==> config.mk <==
export PLATFORM = sky130hd
export DESIGN_NAME = dmem_rmw_ctrl
export DESIGN_NICKNAME = d
export VERILOG_FILES = /design/src/rtl/dmem_rmw_ctrl.sv
export SDC_FILE = /design/constraint.sdc
export NUM_CORES = 1
export LEC_CHECK = 0
export BUFFER_PORTS_ARGS = -buffer_cell sky130_fd_sc_hd__clkbuf_2
export CAP_MARGIN = 25
export CORE_ASPECT_RATIO = 1.5
export CORE_MARGIN = 2
export CORE_UTILIZATION = 49
export DETAILED_ROUTE_END_ITERATION = 7
export PLACE_DENSITY = 0.86
export SLEW_MARGIN = 20
export SYNTH_ARGS = -nofsm -noshare
export SYNTH_HDL_FRONTEND = slang
export SYNTH_SLANG_ARGS = --single-unit
==> constraint.sdc <==
create_clock -name clk -period 3.5 [get_ports clk]
set_clock_uncertainty 0.1 [all_clocks]
set_input_delay 0.35 -clock clk [delete_from_list [all_inputs] [get_ports clk]]
set_output_delay 0.35 -clock clk [all_outputs]
set_load 0.01 [all_outputs]
==> src/rtl/dmem_rmw_ctrl.sv <==
// rtl/dmem_rmw_ctrl.sv - data-memory sequencer: word pass-through, byte-store read-modify-write (optional DMEM_RMW_ALIGN_CHECK_EN)
module dmem_rmw_ctrl #(
   parameter int ADDR_W  = 32,
   parameter int MEM_LAT = 1
) (
   input  logic              clk,
   input  logic              rst_n,
   input  logic              req,
   input  logic              is_store,
   input  logic              is_byte,
   input  logic [ADDR_W-1:0] addr,
   input  logic [31:0]       wdata,
   input  logic [31:0]       merge_word,
   output logic              busy,
   output logic              done,
   output logic [31:0]       mem_word,
   output logic              mem_en,
   output logic              mem_we,
   output logic [ADDR_W-1:0] mem_addr,
   output logic [31:0]       mem_wdata,
   input  logic [31:0]       mem_rdata
`ifdef DMEM_RMW_ALIGN_CHECK_EN
   ,
   output logic              misalign
`endif
);

   typedef enum logic [2:0] {
      S_IDLE     = 3'd0,
      S_RD_ISSUE = 3'd1,
      S_RD_WAIT  = 3'd2,
      S_WR       = 3'd3,
      S_RESP     = 3'd4
   } state_t;

   // Counter value loaded in RD_ISSUE; it reaches zero in the cycle the RAM data is valid.
   localparam logic [1:0] LAT_M1 = 2'(MEM_LAT - 1);

   state_t            r_state;
   state_t            w_nxt_state;

   logic              r_op_store;
   logic              r_op_byte;
   logic [ADDR_W-1:2] r_addr_q;
   logic [31:0]       r_wdata_q;
   logic [31:0]       r_mem_word;
   logic [1:0]        r_cnt;
   logic              r_busy;
   logic              r_done;
   logic              r_mem_en;
   logic              r_mem_we;

   logic              w_accept;
   logic              w_misalign_req;
   logic              w_byte_wr;
   logic              w_rd_last;

   assign w_accept  = (r_state == S_IDLE) && req;
   assign w_rd_last = (r_state == S_RD_WAIT) && (r_cnt == 2'd0);
   assign w_byte_wr = (r_state == S_WR) && r_op_byte;

`ifdef DMEM_RMW_ALIGN_CHECK_EN
   logic r_misalign;

   assign w_misalign_req = !is_byte && (addr[1:0] != 2'b00);
   assign misalign       = r_misalign;
`else
   // Low address bits are dropped entirely when alignment checking is not built in.
   logic w_unused_addr_lo;

   assign w_unused_addr_lo = ^addr[1:0];
   assign w_misalign_req   = 1'b0;
`endif

   // State register; reset aborts any access in flight.
   always_ff @(posedge clk) begin
      if (!rst_n) begin
         r_state <= S_IDLE;
      end else begin
         r_state <= w_nxt_state;
      end
   end

   // Next-state decode; word stores skip the read, byte stores read then write.
   always_comb begin
      w_nxt_state = r_state;
      case (r_state)
         S_IDLE: begin
            if (req) begin
               if (w_misalign_req) begin
                  w_nxt_state = S_RESP;
               end else if (is_store && !is_byte) begin
                  w_nxt_state = S_WR;
               end else begin
                  w_nxt_state = S_RD_ISSUE;
               end
            end
         end
         S_RD_ISSUE: begin
            w_nxt_state = S_RD_WAIT;
         end
         S_RD_WAIT: begin
            if (r_cnt == 2'd0) begin
               w_nxt_state = r_op_store ? S_WR : S_RESP;
            end
         end
         S_WR: begin
            w_nxt_state = S_RESP;
         end
         S_RESP: begin
            w_nxt_state = S_IDLE;
         end
         default: begin
            w_nxt_state = S_IDLE;
         end
      endcase
   end

   // Control outputs are registered from the next state so they line up with the state they belong to.
   always_ff @(posedge clk) begin
      if (!rst_n) begin
         r_busy   <= 1'b0;
         r_done   <= 1'b0;
         r_mem_en <= 1'b0;
         r_mem_we <= 1'b0;
      end else begin
         r_busy   <= (w_nxt_state != S_IDLE);
         r_done   <= (w_nxt_state == S_RESP);
         r_mem_en <= (w_nxt_state == S_RD_ISSUE) || (w_nxt_state == S_WR);
         r_mem_we <= (w_nxt_state == S_WR);
      end
   end

   // Capture the request operands when an access is accepted in IDLE.
   always_ff @(posedge clk) begin
      if (!rst_n) begin
         r_op_store <= 1'b0;
         r_op_byte  <= 1'b0;
         r_addr_q   <= '0;
         r_wdata_q  <= '0;
      end else if (w_accept) begin
         r_op_store <= is_store;
         r_op_byte  <= is_byte;
         r_addr_q   <= addr[ADDR_W-1:2];
         r_wdata_q  <= wdata;
      end
   end

   // Read-latency counter and read-data capture; stores never touch the captured word.
   always_ff @(posedge clk) begin
      if (!rst_n) begin
         r_cnt      <= 2'd0;
         r_mem_word <= '0;
      end else begin
         if (r_state == S_RD_ISSUE) begin
            r_cnt <= LAT_M1;
         end else if ((r_state == S_RD_WAIT) && (r_cnt != 2'd0)) begin
            r_cnt <= r_cnt - 2'd1;
         end
         if (w_rd_last) begin
            r_mem_word <= mem_rdata;
         end
      end
   end

`ifdef DMEM_RMW_ALIGN_CHECK_EN
   // Misalign flag pulses together with done for a rejected misaligned word access.
   always_ff @(posedge clk) begin
      if (!rst_n) begin
         r_misalign <= 1'b0;
      end else begin
         r_misalign <= w_accept && w_misalign_req;
      end
   end
`endif

   assign busy     = r_busy;
   assign done     = r_done;
   assign mem_en   = r_mem_en;
   assign mem_we   = r_mem_we;
   assign mem_word = r_mem_word;
   assign mem_addr = {r_addr_q, 2'b00};

   // The BAC merges against mem_word, which only becomes stable in the WR cycle itself,
   // so a byte-store write takes merge_word straight through during WR.
   assign mem_wdata = w_byte_wr ? merge_word : r_wdata_q;

endmodule

==> impl_metrics.env, run 1 <==
export IMPL_track_usage_pct=21.3
export IMPL_netlist_instances=509
export IMPL_antenna_left=0
export IMPL_outcome="finished, final reports clean"
export IMPL_num_rows=42
export IMPL_grt_remaining_overflow=0
export IMPL_clockBufferDepth=2
export IMPL_required_ns=3.05
export IMPL_start_util_pct=50.6
export IMPL_tns_ns=0
export IMPL_synthArstFlopShare_pct=0
export IMPL_powerDensity_nw_per_um2=469
export IMPL_slew_headroom_pct=46.5
export IMPL_syn_to_final_growth_pct=30.5
export IMPL_clock_latency_ns=0.33
export IMPL_hp_start="mem_rdata[8]"
export IMPL_tightest_slew_ns=0.803
export IMPL_path_buf_inv=1
export IMPL_r2r_start="r_state[2]"
export IMPL_gr_usage_met3_pct=4.99
export IMPL_grt_pass1_vias=3894
export IMPL_num_fill_cells=768
export IMPL_critPathKind="flip-flop to primary output"
export IMPL_ys_flop_type="dfxtp_1"
export IMPL_crit_chain="nand4b_4 -> mux2_2 -> clkbuf_2"
export IMPL_grt_pass1_wl_um=16500
export IMPL_cp_arrival_ns=2.16
export IMPL_min_path_type="input pin to flip-flop"
export IMPL_vdd_drop_max_mv=0.370
export IMPL_slowest_delay_ns=0.62
export IMPL_synth_cell_types=32
export IMPL_ys_seq_area_share_pct=46.8
export IMPL_hold_buffers=0
export IMPL_fp_dieArea_um2=9960
export IMPL_drive_gt1_share_pct=39.7
export IMPL_vias=4103
export IMPL_whs_ns=0.125
export IMPL_setup_viol=0
export IMPL_crit_family="flip-flops"
export IMPL_wl_per_cell_um=13.0
export IMPL_grt_busiest_layer="met2"
export IMPL_met2_usage_pct=38.3
export IMPL_hold_viol=0
export IMPL_clk_pin_slew_ns=0.07
export IMPL_viasPerCell=4.94
export IMPL_post_route_period_util_pct=74.5
export IMPL_yosys_top_cells_area="dfxtp_1, nand2_1, a21boi_1, mux2_2, buf_6"
export IMPL_maxCapViolCount=0
export IMPL_boundaryPins=233
export IMPL_yosys_area_top_type="dfxtp_1"
export IMPL_cts_resized=0
export IMPL_ys_seq_elements=105
export IMPL_nNetsFinal=851
export IMPL_io_buffers=228
export IMPL_diodes=0
export IMPL_fp_coreArea_um2=8880
export IMPL_grt_max_degree=56
export IMPL_min_period_ns=2.61
export IMPL_p_leak_nw=2.81
export IMPL_worstRegToRegCells=5
export IMPL_slew_viol_final=0
export IMPL_cts_buffers=9
export IMPL_dr_first_iter_drc_count=161
export IMPL_syn_avg_cell_area_um2=8.82
export IMPL_drcViolationCount=0
export IMPL_synth_area_um2=4490
export IMPL_r2r_end="r_addr_q[7]"
export IMPL_hold_path_depth=3
export IMPL_worstPathMaxFanout=32
export IMPL_rsz0062_at_grt="false"
export IMPL_numClockSinks=105
export IMPL_cts_setup_buffers=0
export IMPL_root_buffer="clkbuf_16"
export IMPL_synth_edff_count=0
export IMPL_fmax_ghz=0.383
export IMPL_dp_hpwl_um=8140
export IMPL_reg2reg_slack_ns=1.32
export IMPL_slowest_stage="dfxtp_1"
export IMPL_met1_usage_pct=21.9
export IMPL_dr_pass1_iters=4
export IMPL_synth_top_cell_area_share_pct=46.8
export IMPL_die_w_um=82.2
export IMPL_crit_path_end_kind="primary output"
export IMPL_startpoint_type="flip-flop"
export IMPL_cts_tree="built"
export IMPL_yosys_warnings=0
export IMPL_routabilityCongestion=0.844
export IMPL_dieHeight_um=121
export IMPL_antenna_found_initial=0
export IMPL_htree_levels=3
export IMPL_whs_endpoint="mem_word[8]"
export IMPL_routed_wl_um=10800
cells in the mapped netlist (2+ instances only):
| library cell | count |
|---|---|
| a21boi_0 | 17 |
| a21boi_1 | 80 |
| a21oi_1 | 4 |
| and2_1 | 5 |
| buf_2 | 5 |
| buf_4 | 6 |
| buf_6 | 12 |
| clkbuf_1 | 16 |
| dfxtp_1 | 105 |
| ha_1 | 2 |
| inv_1 | 5 |
| mux2_2 | 32 |
| nand2_1 | 193 |
| nand2b_1 | 2 |
| nand3_1 | 2 |
| nand3b_1 | 2 |
| nor2_1 | 3 |
| o21ai_0 | 4 |
sequential cells by signal, summed over array words and instances, names as in the netlist:
name and flops:
mem_word 32, r_wdata_q 32, r_addr_q 30, r_state 3
r_cnt 2, busy 1, done 1, mem_en 1
mem_we 1, r_op_byte 1, r_op_store 1
power by group:
group	switching (W)	total [W]	internal, W
registers	0.0000466	0.00132	0.00127
logic	0.000224	0.000421	0.000197
clock network	0.000415	0.00101	0.000594
total	0.000686	0.00275	0.00206
logic make-up (layout without fill, tap and decap cells):
group	after synthesis	count (layout)	synth area share, %
other cells	1	2	0.0835
compound gates	108	108	17.6
fa+ha+maj	2	2	0.557
mux	32	32	8.02
simple gates	217	217	20.6
flops	105	105	46.8
buf+inv	44	255	6.32
worst max-delay path by stage:
stage | from | to | slack (ns) | depth (start not counted)
3_3_place_gp | r_state[0] | mem_wdata[1] | 1.29 | 3
4_1_cts | r_state[0] | mem_wdata[1] | 0.85 | 3
5_1_grt | r_state[0] | mem_wdata[1] | 0.71 | 3
3_5_place_dp | r_state[0] | mem_wdata[1] | 1.21 | 3
6_report | r_state[0] | mem_wdata[1] | 0.89 | 3
2_1_floorplan | r_state[2] | mem_wdata[10] | 1.83 | 4
metal layers:
metal  vias to the layer above  wire [um]
met4                         0        396
li1                       2070          -
met1                      1852       4080
met2                       151       5620
met3                        30        664
met5                         -          0
worst register-to-register path: stages (launching register included):
cell      delay (ns)
dfxtp_1         0.46
nor2_1          0.22
nand3_2         0.62
buf_4           0.49
nand2_1         0.09
a21boi_0        0.08
through the flow:
| step | area (um2) | total power [W] | worst slack (ns) | instances | util (%) |
|---|---|---|---|---|---|
| 2_1_floorplan | 4500 | 0.00160 | 1.83 | 510 | - |
| 3_3_place_gp | 5550 | 0.00175 | 1.29 | 815 | 62.5 |
| 3_5_place_dp | 5550 | 0.00177 | 1.21 | 815 | 62.5 |
| 4_1_cts | 5860 | 0.00279 | 0.845 | 831 | 66.0 |
| 5_1_grt | 5860 | 0.00289 | 0.706 | 831 | 66.0 |
| 6_report | 5860 | 0.00275 | 0.892 | 831 | 66.0 |
layout by cell type (no fill, tap or decap):
cell type     n
clkinvlp_4    1
ha_1          2
mux2_2       32
and3b_1       1
nor2b_4       1
nand3_1       2
nor3_1        1
buf_4         6
and2_1        5
clkbuf_2    228
nor4b_1       1
bufinv_16     1
o21ai_1       1
nand2_1     193
clkbuf_8      2
a21oi_1       4
nand3_2       1
nor4b_2       1
conb_1        2
a211o_1       1
clkbuf_1      1
nor2b_1       1
dfxtp_1     105
clkinv_4      1
clkinv_2      1
nor2_1        3
nor3b_1       1
nand4b_4      1
nor4b_4       1
a21boi_1     80
nand3b_1      2
o21ai_0       4
a21boi_0     17
clkbuf_16     9
o21a_1        1
inv_1         5
nand2b_1      2
area by class of cell:
class	count	area, um2	area share (%)
multi-input combinational	361	2110	36.0
sequential	105	2100	35.9
timing repair buffer	234	1190	20.2
clock buffer	12	256	4.38
tap	110	138	2.35
clock inverter	4	51.3	0.875
inverter	5	18.8	0.320
(Power assumes the default switching activity.)
==> run 2: changes to the inputs <==
--- a/config.mk
+++ b/config.mk
@@ -5,13 +5,14 @@
 export SDC_FILE = /design/constraint.sdc
 export NUM_CORES = 1
 export LEC_CHECK = 0
+export ABC_AREA = 1
 export BUFFER_PORTS_ARGS = -buffer_cell sky130_fd_sc_hd__clkbuf_2
 export CAP_MARGIN = 25
 export CORE_ASPECT_RATIO = 1.5
 export CORE_MARGIN = 2
-export CORE_UTILIZATION = 49
+export CORE_UTILIZATION = 45
 export DETAILED_ROUTE_END_ITERATION = 7
-export PLACE_DENSITY = 0.86
+export PLACE_DENSITY = 0.81
 export SLEW_MARGIN = 20
 export SYNTH_ARGS = -nofsm -noshare
 export SYNTH_HDL_FRONTEND = slang
==> constraint.sdc (replaced) <==
create_clock -name clk -period 2.5 [get_ports clk]
set_clock_uncertainty 0.1 [all_clocks]
set_input_delay 0.25 -clock clk [delete_from_list [all_inputs] [get_ports clk]]
set_output_delay 0.25 -clock clk [all_outputs]
set_load 0.01 [all_outputs]
==> run 2 against run 1 <==
Sequential share of layout area up 1.3 points. Cell count rose by 9.9%. Register-to-register slack got worse by 0.59 ns. Sequential cell count is the same. Worst hold slack worse by 0.078 ns. Synthesized cell count up 16%. Critical path type unchanged. Largest power group unchanged.
==> impl_metrics.env, run 2 <==
export IMPL_required_ns=2.15
export IMPL_fin_util_pct=61.1
export IMPL_worstPathMaxFanout=32
export IMPL_crit_family="buffers and inverters"
export IMPL_vdd_drop_max_mv=0.497
export IMPL_crit_path_end_kind="primary output"
export IMPL_yosys_top_cells_area="dfxtp_1, nor2_1, o21ai_1, nand2_1, nand3_1"
export IMPL_clock_latency_ns=0.34
export IMPL_dr_first_iter_drc_count=183
export IMPL_route_met2_wl_um=5840
export IMPL_reg2reg_slack_ns=0.73
export IMPL_slowest_delay_ns=0.48
export IMPL_worstRegToRegCells=5
export IMPL_yosysMostFrequentCell="nor2_1"
export IMPL_slew_viol_final=0
export IMPL_netlist_top_cells_count="nor2_1, dfxtp_1, nand2_1, o21ai_1, nand3_1"
export IMPL_min_path_type="input pin to flip-flop"
export IMPL_drive_gt1_share_pct=32.6
export IMPL_routabilityCongestion=0.800
export IMPL_startpoint_type="flip-flop"
export IMPL_clockBufferDepth=2
export IMPL_r2r_end="r_addr_q[26]"
export IMPL_track_usage_pct=20.8
export IMPL_ys_seq_elements=105
export IMPL_ys_flop_type="dfxtp_1"
export IMPL_slew_headroom_pct=58.1
export IMPL_setup_viol=0
export IMPL_synth_cell_types=24
export IMPL_multi_input_area_um2=1840
export IMPL_dr_wl_met3_um=703
export IMPL_drcViolationCount=0
export IMPL_diodes=0
export IMPL_min_period_ns=2.10
export IMPL_yosys_area_top_type="dfxtp_1"
export IMPL_hold_viol=0
export IMPL_slowest_stage="dfxtp_1"
export IMPL_outcome="finished, final reports clean"
export IMPL_post_route_period_util_pct=83.9
export IMPL_tns_ns=0
export IMPL_routed_wl_um=11000
export IMPL_powerDensity_nw_per_um2=739
export IMPL_vias=4394
export IMPL_grt_pass1_wl_um=17600
export IMPL_wl_met1_um=4270
export IMPL_die_w_um=83.7
export IMPL_antenna_left=0
export IMPL_cts_setup_buffers=0
export IMPL_p_leak_nw=2.95
export IMPL_rsz0062_at_grt="false"
export IMPL_fmax_ghz=0.477
export IMPL_whs_ns=0.0472
export IMPL_seqCellArea_um2=2100
export IMPL_cp_arrival_ns=1.75
export IMPL_fp_dieArea_um2=10300
export IMPL_final_common_cell="clkbuf_2"
export IMPL_nNetsFinal=931
export IMPL_grt_pass1_vias=4127
export IMPL_grt_remaining_overflow=0
export IMPL_root_buffer="clkbuf_16"
export IMPL_dp_hpwl_um=8190
export IMPL_maxCapViolCount=0
export IMPL_synth_edff_count=0
export IMPL_synth_area_um2=4290
export IMPL_synthArstFlopShare_pct=0
export IMPL_netlist_instances=592
export IMPL_wl_per_cell_um=12.1
export IMPL_whs_endpoint="mem_word[9]"
export IMPL_dieHeight_um=124
export IMPL_cts_buffers=9
export IMPL_start_util_pct=46.4
export IMPL_numClockSinks=105
export IMPL_cts_resized=0
export IMPL_clk_pin_slew_ns=0.07
export IMPL_dr_pass1_iters=7
export IMPL_yosys_warnings=0
export IMPL_fp_coreArea_um2=9250
export IMPL_tightest_slew_ns=0.629
export IMPL_synth_top_cell_area_share_pct=49.0
export IMPL_boundaryPins=233
export IMPL_syn_avg_cell_area_um2=7.25
export IMPL_viasPerCell=4.81
export IMPL_antenna_found_initial=0
export IMPL_hp_start="mem_rdata[9]"
export IMPL_layout_common_cells="clkbuf_2, nor2_1, dfxtp_1"
export IMPL_ys_seq_area_share_pct=49.0
export IMPL_num_rows=43
export IMPL_highest_layer="met4"
export IMPL_crit_chain="inv_2 -> nor2_4 -> buf_4 -> nand3_1 -> nand2_1 -> clkbuf_2"
export IMPL_worstSetupStartpoint="r_state[0]"
export IMPL_io_buffers=228
export IMPL_cts_tree="built"
export IMPL_place_area_um2=5350
export IMPL_hold_buffers=0
export IMPL_critPathKind="flip-flop to primary output"
export IMPL_r2r_start="r_state[1]"
export IMPL_syn_to_final_growth_pct=31.8
export IMPL_path_buf_inv=3
export IMPL_grt_max_degree=64
export IMPL_htree_levels=3
export IMPL_finish_instance_area_um2=5650
export IMPL_num_fill_cells=865
export IMPL_hold_path_depth=3
run 2: cell type report:
class / count / area share, %
repair buffers: 234 / 21.2
flip-flops and latches: 105 / 37.2
well taps: 112 / 2.48
inverters: 19 / 1.31
clock inverters: 7 / 1.39
clock buffers: 9 / 3.98
multi-input cells: 427 / 32.5
run 2: cell families (layout without fill, tap and decap cells):
| family | after synthesis | in the layout | share of synthesized area (%) |
|---|---|---|---|
| buffers and inverters | 61 | 269 | 8.31 |
| other | 1 | 2 | 0.0874 |
| AO/OA/AOI/OAI | 101 | 101 | 11.8 |
| AND/OR/NAND/NOR | 322 | 322 | 30.2 |
| adder cells (fa/ha/maj) | 2 | 2 | 0.583 |
| flip-flops | 105 | 105 | 49.0 |
run 2: power breakdown:
| group | switching, W | internal, W | total, W |
|---|---|---|---|
| Sequential | 0.0000890 | 0.00184 | 0.00193 |
| Clock | 0.000628 | 0.000787 | 0.00142 |
| Combinational | 0.000494 | 0.000339 | 0.000833 |
| Total | 0.00121 | 0.00297 | 0.00418 |
run 2: worst max path at each step:
stage | endpoint | slack [ns] | cells after the start
2_1_floorplan | mem_wdata[10] | 1.10 | 4
4_1_cts | mem_wdata[6] | 0.38 | 6
6_report | mem_wdata[6] | 0.40 | 6
3_5_place_dp | r_addr_q[5] | 0.74 | 5
3_3_place_gp | mem_wdata[6] | 0.80 | 6
5_1_grt | mem_wdata[6] | 0.28 | 6
run 2: layer usage:
metal | vias up | global-route usage, %
li1 | 2281 | -
met1 | 1942 | 22.3
met2 | 153 | 38.5
met3 | 18 | 4.77
met4 | 0 | 10.1
met5 | - | 0
run 2: stage by stage:
step / cells / power (W) / setup WS [ns]
finish: 913 / 0.00418 / 0.402
global placement: 897 / 0.00278 / 0.804
detailed placement: 897 / 0.00281 / 0.739
floorplan: 593 / 0.00249 / 1.10
global route: 913 / 0.00441 / 0.282
CTS: 913 / 0.00422 / 0.383
run 2: worst reg2reg max path: cells and delay by family (launching register included):
family                 cells  cell delay (ns)
buffers and inverters      1             0.53
AND/OR/NAND/NOR            4             0.71
flip-flops                 1             0.35
